--- src/rtl/pcalc_unit_param.sv ---
// pcalc_unit_param: intersection point pos = org + t*dir per axis, signed fixed point,
//   with a rayID/triID/hit sideband carried alongside the math into an in-order output FIFO.
// Latency: MATH_LAT cycles through the math pipe plus one cycle into the FIFO (MATH_LAT+1 minimum).
// Backpressure: credit based; in_stall rises once pipe plus FIFO hold FIFO_DEPTH entries.
//   A downstream stall only fills the FIFO and never stalls the math pipe.
//
// Ports:
//   clk, rst                 clock, asynchronous active-low reset
//   in_valid / in_stall      upstream handshake; accept = in_valid & ~in_stall
//   in_rayID, in_triID       sideband identifiers, passed through unchanged
//   in_hit                   1 = compute position, 0 = miss (position forced to zero)
//   in_t, in_org, in_dir     distance (FRAC fractional bits), origin {z,y,x} and direction {z,y,x}
//   out_valid / out_stall    downstream handshake; pop = out_valid & ~out_stall
//   out_rayID .. out_pos     FIFO head; all zero while the FIFO is empty
//   inflight                 entries held in the math pipe plus the FIFO

// Generic FIFO used for the output buffer.
// Latency: one cycle from write to rd_vld; the head is read combinationally.
// Backpressure: none on the write side; the caller guarantees it never writes when full.
module pcalc_fifo #(
  parameter int WIDTH = 8,
  parameter int DEPTH = 8
) (
  input  logic             clk,
  input  logic             rst_n,
  input  logic             wr_vld,
  input  logic [WIDTH-1:0] wr_dat,
  output logic             rd_vld,
  input  logic             rd_rdy,
  output logic [WIDTH-1:0] rd_dat
);

  localparam int AW = (DEPTH > 1) ? $clog2(DEPTH) : 1;
  localparam int CW = $clog2(DEPTH + 1);

  logic [WIDTH-1:0] mem [DEPTH];
  logic [AW-1:0]    wr_ptr;
  logic [AW-1:0]    rd_ptr;
  logic [CW-1:0]    count;
  logic             rd_fire;

  // Pointers wrap explicitly so DEPTH need not be a power of two.
  function automatic logic [AW-1:0] ptr_inc(input logic [AW-1:0] p);
    return (p == AW'(DEPTH - 1)) ? '0 : p + AW'(1);
  endfunction

  assign rd_fire = rd_vld & rd_rdy;
  assign rd_vld  = (count != '0);
  // Gating the head keeps the data outputs at zero whenever nothing is buffered.
  assign rd_dat  = rd_vld ? mem[rd_ptr] : '0;

  always_ff @(posedge clk or negedge rst_n) begin
    if (!rst_n) begin
      wr_ptr <= '0;
      rd_ptr <= '0;
      count  <= '0;
    end else begin
      if (wr_vld) begin
        wr_ptr <= ptr_inc(wr_ptr);
      end
      if (rd_fire) begin
        rd_ptr <= ptr_inc(rd_ptr);
      end
      case ({wr_vld, rd_fire})
        2'b10:   count <= count + CW'(1);
        2'b01:   count <= count - CW'(1);
        default: count <= count;
      endcase
    end
  end

  always_ff @(posedge clk) begin
    if (wr_vld) begin
      mem[wr_ptr] <= wr_dat;
    end
  end

endmodule

module pcalc_unit_param #(
  parameter int W          = 16,
  parameter int FRAC       = 8,
  parameter int ID_W       = 8,
  parameter int TRI_W      = 16,
  parameter int MATH_LAT   = 4,
  parameter int FIFO_DEPTH = 8,
  parameter int SAT        = 0
) (
  input  logic                             clk,
  input  logic                             rst,
  input  logic                             in_valid,
  output logic                             in_stall,
  input  logic [ID_W-1:0]                  in_rayID,
  input  logic [TRI_W-1:0]                 in_triID,
  input  logic                             in_hit,
  input  logic [W-1:0]                     in_t,
  input  logic [3*W-1:0]                   in_org,
  input  logic [3*W-1:0]                   in_dir,
  output logic                             out_valid,
  input  logic                             out_stall,
  output logic [ID_W-1:0]                  out_rayID,
  output logic [TRI_W-1:0]                 out_triID,
  output logic                             out_hit,
  output logic [3*W-1:0]                   out_pos,
  output logic [$clog2(FIFO_DEPTH+1)-1:0]  inflight
);

  localparam int CNT_W = $clog2(FIFO_DEPTH + 1);

  // Clamp bounds for the 2W-bit intermediate sum.
  localparam logic signed [2*W-1:0] R_MAX = {{(W+1){1'b0}}, {(W-1){1'b1}}};
  localparam logic signed [2*W-1:0] R_MIN = {{(W+1){1'b1}}, {(W-1){1'b0}}};

  // Pipe stage payload: products are formed on entry, the shift/add/clamp happens on exit.
  typedef struct packed {
    logic             hit;
    logic [ID_W-1:0]  ray_id;
    logic [TRI_W-1:0] tri_id;
    logic [3*W-1:0]   org;
    logic [6*W-1:0]   prod;
  } stg_t;

  // FIFO entry as presented downstream.
  typedef struct packed {
    logic [ID_W-1:0]  ray_id;
    logic [TRI_W-1:0] tri_id;
    logic             hit;
    logic [3*W-1:0]   pos;
  } res_t;

  logic                accept;
  logic                pop;
  logic [MATH_LAT-1:0] stg_vld;
  stg_t                stg_dat [MATH_LAT];
  stg_t                in_stg;
  stg_t                last_stg;
  res_t                wr_res;
  res_t                rd_res;
  logic                fifo_vld;

  // Exact signed W x W product, both operands sign-extended to 2W first.
  function automatic logic [2*W-1:0] mul_ax(input logic [W-1:0] a, input logic [W-1:0] b);
    logic signed [2*W-1:0] ae;
    logic signed [2*W-1:0] be;
    ae = {{W{a[W-1]}}, a};
    be = {{W{b[W-1]}}, b};
    return ae * be;
  endfunction

  // Scale back to the org format (arithmetic shift floors toward -inf), add org,
  // then wrap or clamp to W bits.
  function automatic logic [W-1:0] finish_ax(input logic [2*W-1:0] p, input logic [W-1:0] o);
    logic signed [2*W-1:0] s;
    logic signed [2*W-1:0] r;
    s = $signed(p) >>> FRAC;
    r = s + $signed({{W{o[W-1]}}, o});
    if (SAT == 0) begin
      return r[W-1:0];
    end else if (r > R_MAX) begin
      return {1'b0, {(W-1){1'b1}}};
    end else if (r < R_MIN) begin
      return {1'b1, {(W-1){1'b0}}};
    end else begin
      return r[W-1:0];
    end
  endfunction

  // Credits: inflight counts pipe plus FIFO, so a full count means every FIFO slot is spoken for.
  // Derived from the register only; a pop frees its credit on the following cycle.
  assign in_stall = (inflight >= CNT_W'(FIFO_DEPTH));
  assign accept   = in_valid & ~in_stall;
  assign pop      = out_valid & ~out_stall;

  always_comb begin
    in_stg        = '0;
    in_stg.hit    = in_hit;
    in_stg.ray_id = in_rayID;
    in_stg.tri_id = in_triID;
    in_stg.org    = in_org;
    for (int a = 0; a < 3; a++) begin
      in_stg.prod[a*2*W +: 2*W] = mul_ax(in_t, in_dir[a*W +: W]);
    end
  end

  // Valid bits shift unconditionally; bubbles travel as zeros.
  always_ff @(posedge clk or negedge rst) begin
    if (!rst) begin
      stg_vld <= '0;
    end else begin
      stg_vld[0] <= accept;
      for (int i = 1; i < MATH_LAT; i++) begin
        stg_vld[i] <= stg_vld[i-1];
      end
    end
  end

  // Data registers only load behind a valid so idle stages do not toggle.
  always_ff @(posedge clk) begin
    if (accept) begin
      stg_dat[0] <= in_stg;
    end
    for (int i = 1; i < MATH_LAT; i++) begin
      if (stg_vld[i-1]) begin
        stg_dat[i] <= stg_dat[i-1];
      end
    end
  end

  assign last_stg = stg_dat[MATH_LAT-1];

  always_comb begin
    wr_res        = '0;
    wr_res.ray_id = last_stg.ray_id;
    wr_res.tri_id = last_stg.tri_id;
    wr_res.hit    = last_stg.hit;
    for (int a = 0; a < 3; a++) begin
      wr_res.pos[a*W +: W] = last_stg.hit ?
          finish_ax(last_stg.prod[a*2*W +: 2*W], last_stg.org[a*W +: W]) : '0;
    end
  end

  // The last stage writes unconditionally; the credit count rules out overflow.
  pcalc_fifo #(
    .WIDTH ($bits(res_t)),
    .DEPTH (FIFO_DEPTH)
  ) u_out_fifo (
    .clk    (clk),
    .rst_n  (rst),
    .wr_vld (stg_vld[MATH_LAT-1]),
    .wr_dat (wr_res),
    .rd_vld (fifo_vld),
    .rd_rdy (~out_stall),
    .rd_dat (rd_res)
  );

  assign out_valid = fifo_vld;
  assign out_rayID = rd_res.ray_id;
  assign out_triID = rd_res.tri_id;
  assign out_hit   = rd_res.hit;
  assign out_pos   = rd_res.pos;

  always_ff @(posedge clk or negedge rst) begin
    if (!rst) begin
      inflight <= '0;
    end else begin
      case ({accept, pop})
        2'b10:   inflight <= inflight + CNT_W'(1);
        2'b01:   inflight <= inflight - CNT_W'(1);
        default: inflight <= inflight;
      endcase
    end
  end

endmodule

--- config.mk ---
export PLATFORM = sky130hd
export DESIGN_NAME = pcalc_unit_param
export DESIGN_NICKNAME = d
export VERILOG_FILES = /design/src/rtl/pcalc_unit_param.sv
export SDC_FILE = /design/constraint.sdc
export NUM_CORES = 2
export LEC_CHECK = 0
export CORE_MARGIN = 2
export CORE_UTILIZATION = 46
export DETAILED_ROUTE_END_ITERATION = 10
export PLACE_DENSITY = 0.6
export SETUP_SLACK_MARGIN = 0.3
export SKIP_LAST_GASP = 1
export SLEW_MARGIN = 15
export SYNTH_ARGS = -nofsm -noshare
export SYNTH_HDL_FRONTEND = slang
export SYNTH_SLANG_ARGS = --single-unit
--- constraint.sdc ---
create_clock -name clk -period 13.1 [get_ports clk]
set_input_delay 1.31 -clock clk [delete_from_list [all_inputs] [get_ports clk]]
set_output_delay 1.31 -clock clk [all_outputs]
set_load 0.005 [all_outputs]
# Word level (Yosys, flattened, before mapping)
# Memory sizes are Yosys's and may differ from the RTL's.
# Cells that the tools add are included.
classes:
  add_sub_neg: 9
  n_mul: 3
  n_div: 0
  magnitude_cmp: 1
  eq_ne: 6
  shift: 0
  muxes: 18
  n_bitwise: 4
  reduce_logical: 3
op_table:
  columns: ["cell", "n"]
  rows:
  - ["16-bit by 16-bit multiplier with 32-bit output", 3]
  - ["73-bit two-way mux", 1]
  - ["16-bit adder", 3]
  - ["16-bit two-way mux", 3]
  - ["4-bit case mux with 2 select lines", 2]
  - ["1-bit two-way mux", 10]
  - ["4-bit by 1-bit adder with 4-bit output, second input constant", 2]
  - ["4-bit by 1-bit subtractor with 4-bit output, second input constant", 2]
  - ["3-bit by 1-bit adder with 3-bit output, second input constant", 2]
  - ["3-bit == test, second input constant", 2]
  - ["3-bit two-way mux", 2]
  - ["2-bit by 1-bit == test with 1-bit output, second input constant", 2]
  - ["2-bit == test, second input constant", 2]
  - ["4-bit >= comparator, second input constant", 1]
  - ["2-bit nonzero test", 2]
  - ["4-bit nonzero test", 1]
  - ["1-bit bitwise AND", 2]
  - ["1-bit NOT", 2]
word_totals:
  register_bits: 18
  latch_bits: 0
  ram_bits: 1260
  rom_bits: 0
  mem_count: 2
mem_list:
  columns: ["name", "words", "word_bits", "read_ports", "rd_clocked_by_memory_dff", "wr", "line", "text"]
  rows:
  - ["stg_dat", 4, 169, 4, 0, 4, "134", "stg_t stg_dat [MATH_LAT];"]
  - ["u_out_fifo.mem", 8, 73, 1, 0, 1, "36", "logic [WIDTH-1:0] mem [DEPTH];"]

# Depth between registers and ports, before layout
logic_depth:
  word_depth: 5
  ltp_mapped: 23
  depth_no_buf: 21

# By module
# From an unflattened synthesis, not the netlist that was laid out.
hier_totals:
  hier_cells: 4352
  area_unflattened_um2: 62047.0
modules_own_cells:
  columns: ["mod", "instances", "cells_per_inst", "area_per_inst_um2", "seq_area_each_um2"]
  rows:
  - ["pcalc_unit_param", 1, 3367, 39291.4, 14734.1]
  - ["pcalc_fifo", 1, 985, 22755.6, 17787.1]

# Least setup slack after synthesis
# No wires, ideal clock.
synth_path:
  path_type: "input-to-reg"
  startpoint: "in in_dir[7]"
  endpoint: "mem stg_dat[0][23] (netlist name) (data pin)"
  setup_ns: 0.263
  arrival_time_ns: 6.761
  t_required_ns: 12.837
  setup_slack_ns: 6.076
  cell_stages: 22
  cell_sequence: "clkbuf_1 clkbuf_1 nand2_1 fa_1 inv_1 fa_1 inv_1 fa_1 inv_1 fa_1 fa_1 inv_1 fa_1 inv_1 ha_1 a21o_1 a21oi_1 o21ai_0 a41o_1 a41o_1 o41ai_2 xnor2_1"
synth_rtl:
  columns: ["element", "line", "text"]
  rows:
  - ["from (decl)", "98", "input logic [3*W-1:0] in_dir,"]
  - ["to (decl)", "134", null]

==> results.json <==
{
  "status": "finished, final reports clean",
  "wirelength_um": 126500,
  "seq_area_frac_synth": 0.5257,
  "path_clk_slew_ns": 0.06,
  "synthArstFlopShare": 0.01657,
  "path_common_cell": "fa_1",
  "syn_nets": 5287,
  "cp-end-kind": "flop",
  "ys_ff_latch": 1086,
  "post-place-ws_ns": 5.102,
  "hpwl_um": 82480,
  "min_period_ns": 7.245,
  "layout-area-overhead-vs-synth_pct": 12.63,
  "crit-reg2reg-launch": "stg_dat[3][113]",
  "clk_latency_ns": 0.70,
  "antenna_left": 0,
  "dr.first_iter.drc_count": 1937,
  "crit_slowest_cell": "clkdlybuf4s50_1",
  "drive_gt1_frac": 0.08596,
  "multi_input_area_sq_um": 25950,
  "worstMarginPinSlew_ns": 1.153,
  "num_vias": 32290,
  "regArea_sq_um": 32540,
  "cts_buffer_depth": 3,
  "slew_headroom": 0.2311,
  "final_area_sq_um": 69680,
  "numPortBuffers": 219,
  "synth-edff-count": 1068,
  "r2r-end": "u_out_fifo.mem[2][29]",
  "remaining_drc_errors": 0,
  "cp_max_fo": 17,
  "crit_type": "input port to flop",
  "viasPerCell": 5.065,
  "syn_inst": 4318,
  "globalRouteOverflowTotal": 0,
  "postCtsHoldBufs": 0,
  "path_cells": "clkdlybuf4s50_1 > nand2_1 > fa_1 > inv_1 > fa_1 > inv_1 > fa_1 > inv_1 > fa_1 > fa_1 > inv_1 > fa_1 > inv_1 > ha_1 > a21o_1 > a21oi_1 > o21ai_0 > a41o_1 > a41o_1 > o41ai_2 > xnor2_1",
  "rr_worst_depth": 9,
  "startpoint_type": "input port",
  "whs_endpoint": "stg_dat[3][72]",
  "leakagePower_uw": 0.02756,
  "rows": 134,
  "core_sq_um": 133500,
  "nets": 5489,
  "ys_warn_count": 0,
  "finalCoreUtilization": 0.5221,
  "hold_depth": 0,
  "cellPowerDensity_nw_per_um2": 260.8,
  "cts-root-buf": "clkbuf_16",
  "grt_pass1_wl_um": 199300,
  "grt_max_degree": 86,
  "start_util": 0.4636,
  "clock-sinks": 1086,
  "grt_pass1_vias": 34590,
  "fp.dieW_um": 370.7,
  "reg2reg_slack_ns": 9.75,
  "rsz0062_at_grt": "no",
  "antenna_found_initial": 2,
  "hp-class": "flop to flop",
  "finalHoldViolCount": 0,
  "finClkSkew_ns": 0.03553,
  "synth.cell_area_sq_um": 61870,
  "peakVddDrop_v": 0.0003146,
  "ys_types": 64,
  "gp_congestion": 0.8090,
  "synth.avg_cell_area_sq_um": 14.33,
  "cts_resized": 0,
  "min_from": "stg_dat[2][72]",
  "setup_viol": 0,
  "wl_per_cell_um": 19.84,
  "synth_flop_cell": "edfxtp_1",
  "post_cts_buffers": 0,
  "dieArea_sq_um": 137400,
  "period_share": 0.5531,
  "cts_tree": "yes",
  "placed_area_sq_um": 66050,
  "die_h_um": 370.7,
  "cts_buffers": 107,
  "pin_count": 220,
  "required_ns": 13.53,
  "finalMaxSlewViolations": 0,
  "grt_usage": 0.1896,
  "drtPass1Iterations": 5,
  "slowest_delay_ns": 1.04,
  "htree_levels": 3,
  "tns_ns": 0,
  "cp.arrival_ns": 7.68,
  "fmax_ghz": 0.1380,
  "whs_ns": 0.4018,
  "fill_cells": 11200,
  "maxCapViolations": 0,
  "setup_ws_ns": 5.855
}
cell usage after synthesis, drive strengths merged, types with 5 or more instances:
| cell type | instances | area (sq um) |
|---|---|---|
| nand2 | 329 | 1235 |
| a31oi | 12 | 75.07 |
| nor3 | 10 | 50.05 |
| clkbuf | 143 | 536.8 |
| a21o | 23 | 172.7 |
| mux4 | 146 | 3288 |
| dfrtp | 18 | 450.4 |
| xnor2 | 116 | 1016 |
| mux2 | 5 | 56.30 |
| nand3 | 17 | 90.09 |
| edfxtp | 1068 | 32070 |
| fa | 563 | 11270 |
| and2 | 380 | 2377 |
| o21bai | 10 | 75.07 |
| nor2 | 147 | 551.8 |
| o21ai | 26 | 133.9 |
| nand2b | 22 | 137.6 |
| inv | 743 | 2789 |
| ha | 265 | 3316 |
| a21oi | 45 | 225.2 |
| and3b | 5 | 43.79 |
| mux2i | 75 | 750.7 |
| a2111oi | 8 | 88.84 |
| buf | 30 | 123.9 |
| nand4 | 7 | 43.79 |
| xor2 | 36 | 315.3 |
| a211oi | 6 | 50.05 |
| nor2b | 6 | 37.54 |
logic make-up (layout without fill, tap and decap cells):
kind of cell	Yosys count	in the layout	share of synthesized area
flip-flops	1086	1086	0.5257
multiplexers	226	226	0.06619
adder cells (fa/ha/maj)	828	828	0.2358
other	0	1	0
AND/OR/NAND/NOR	939	939	0.07550
AO/OA/AOI/OAI	169	169	0.01917
buffers and inverters	917	1206	0.05582
XOR/XNOR	153	153	0.02188
stage by stage:
| step | total power (uW) | std cells |
|---|---|---|
| 4_1_cts | 18410 | 6375 |
| 5_1_grt | 19830 | 6375 |
| 3_5_place_dp | 15230 | 6179 |
| 6_report | 18170 | 6376 |
| 3_3_place_gp | 15110 | 6179 |
| 2_1_floorplan | 12520 | 4318 |
metal layers:
metal | global-route usage | vias up | share of wire
li1 | - | 14780 | -
met1 | 0.2605 | 16760 | 0.45
met2 | 0.3229 | 607 | 0.49
met3 | 0.02881 | 138 | 0.044
met4 | 0.03667 | 0 | 0.015
met5 | 0 | - | 0
layout make-up:
| class | instances | share of cell area |
|---|---|---|
| inverters | 744 | 0.04015 |
| multi-input cells | 2315 | 0.3725 |
| clock inverters | 72 | 0.01214 |
| flip-flops and latches | 1086 | 0.4670 |
| clock buffers | 124 | 0.03995 |
| repair buffers | 266 | 0.03649 |
| well taps | 1768 | 0.03175 |
| diodes | 1 | 0.00003591 |
sequential cells by signal, indices dropped and copies added, names as in the netlist:
signal,count
stg_vld,4
u_out_fifo.wr_ptr,3
u_out_fifo.mem,584
inflight,4
u_out_fifo.rd_ptr,3
stg_dat,484
u_out_fifo.count,4
power breakdown:
| part | internal, uW | switching [uW] | leakage [uW] |
|---|---|---|---|
| Combinational | 4320 | 5180 | 0.0157 |
| Sequential | 5230 | 332 | 0.0101 |
| Clock | 1830 | 1290 | 0.00176 |
worst max-delay path, delay by kind of cell:
family                     cells  cell delay (ns)
AOI/OAI and AO/OA              6             1.44
adders and majority gates      7             3.34
buffers and inverters          6             1.30
and+or+nand+nor                1             0.18
xor gates and xnor gates       1             0.09
worst max path at each step:
stage / start / endpoint / slack (ns) / depth (start not counted)
2_1_floorplan: in_dir[7] / stg_dat[0][23] / 6.08 / 22
6_report: in_dir[7] / stg_dat[0][23] / 5.85 / 21
5_1_grt: in_dir[7] / stg_dat[0][23] / 5.51 / 21
3_3_place_gp: in_dir[7] / stg_dat[0][23] / 5.23 / 21
4_1_cts: in_dir[7] / stg_dat[0][23] / 5.87 / 21
3_5_place_dp: in_dir[7] / stg_dat[0][23] / 5.10 / 21
cells in the final DEF, fill, tap and decap left out, drive strengths merged, types with 4 or more instances in the layout:
master / Yosys / routed
a2111oi: 8 / 8
a211oi: 6 / 6
a21o: 23 / 23
a21oi: 45 / 45
a31oi: 12 / 12
and2: 380 / 380
and3: 4 / 4
and3b: 5 / 5
buf: 30 / 50
bufinv: 0 / 15
clkbuf: 143 / 124
clkdlybuf4s50: 0 / 216
clkinv: 1 / 49
clkinvlp: 0 / 6
dfrtp: 18 / 18
edfxtp: 1068 / 1068
fa: 563 / 563
ha: 265 / 265
inv: 743 / 746
mux2: 5 / 5
mux2i: 75 / 75
mux4: 146 / 146
nand2: 329 / 329
nand2b: 22 / 22
nand3: 17 / 17
nand4: 7 / 7
nor2: 147 / 147
nor2b: 6 / 6
nor3: 10 / 10
o21a: 4 / 4
o21ai: 26 / 26
o21ba: 4 / 4
o21bai: 10 / 10
or2: 4 / 4
xnor2: 116 / 116
xor2: 36 / 36
No activity file was read; power rests on OpenSTA's default activity.
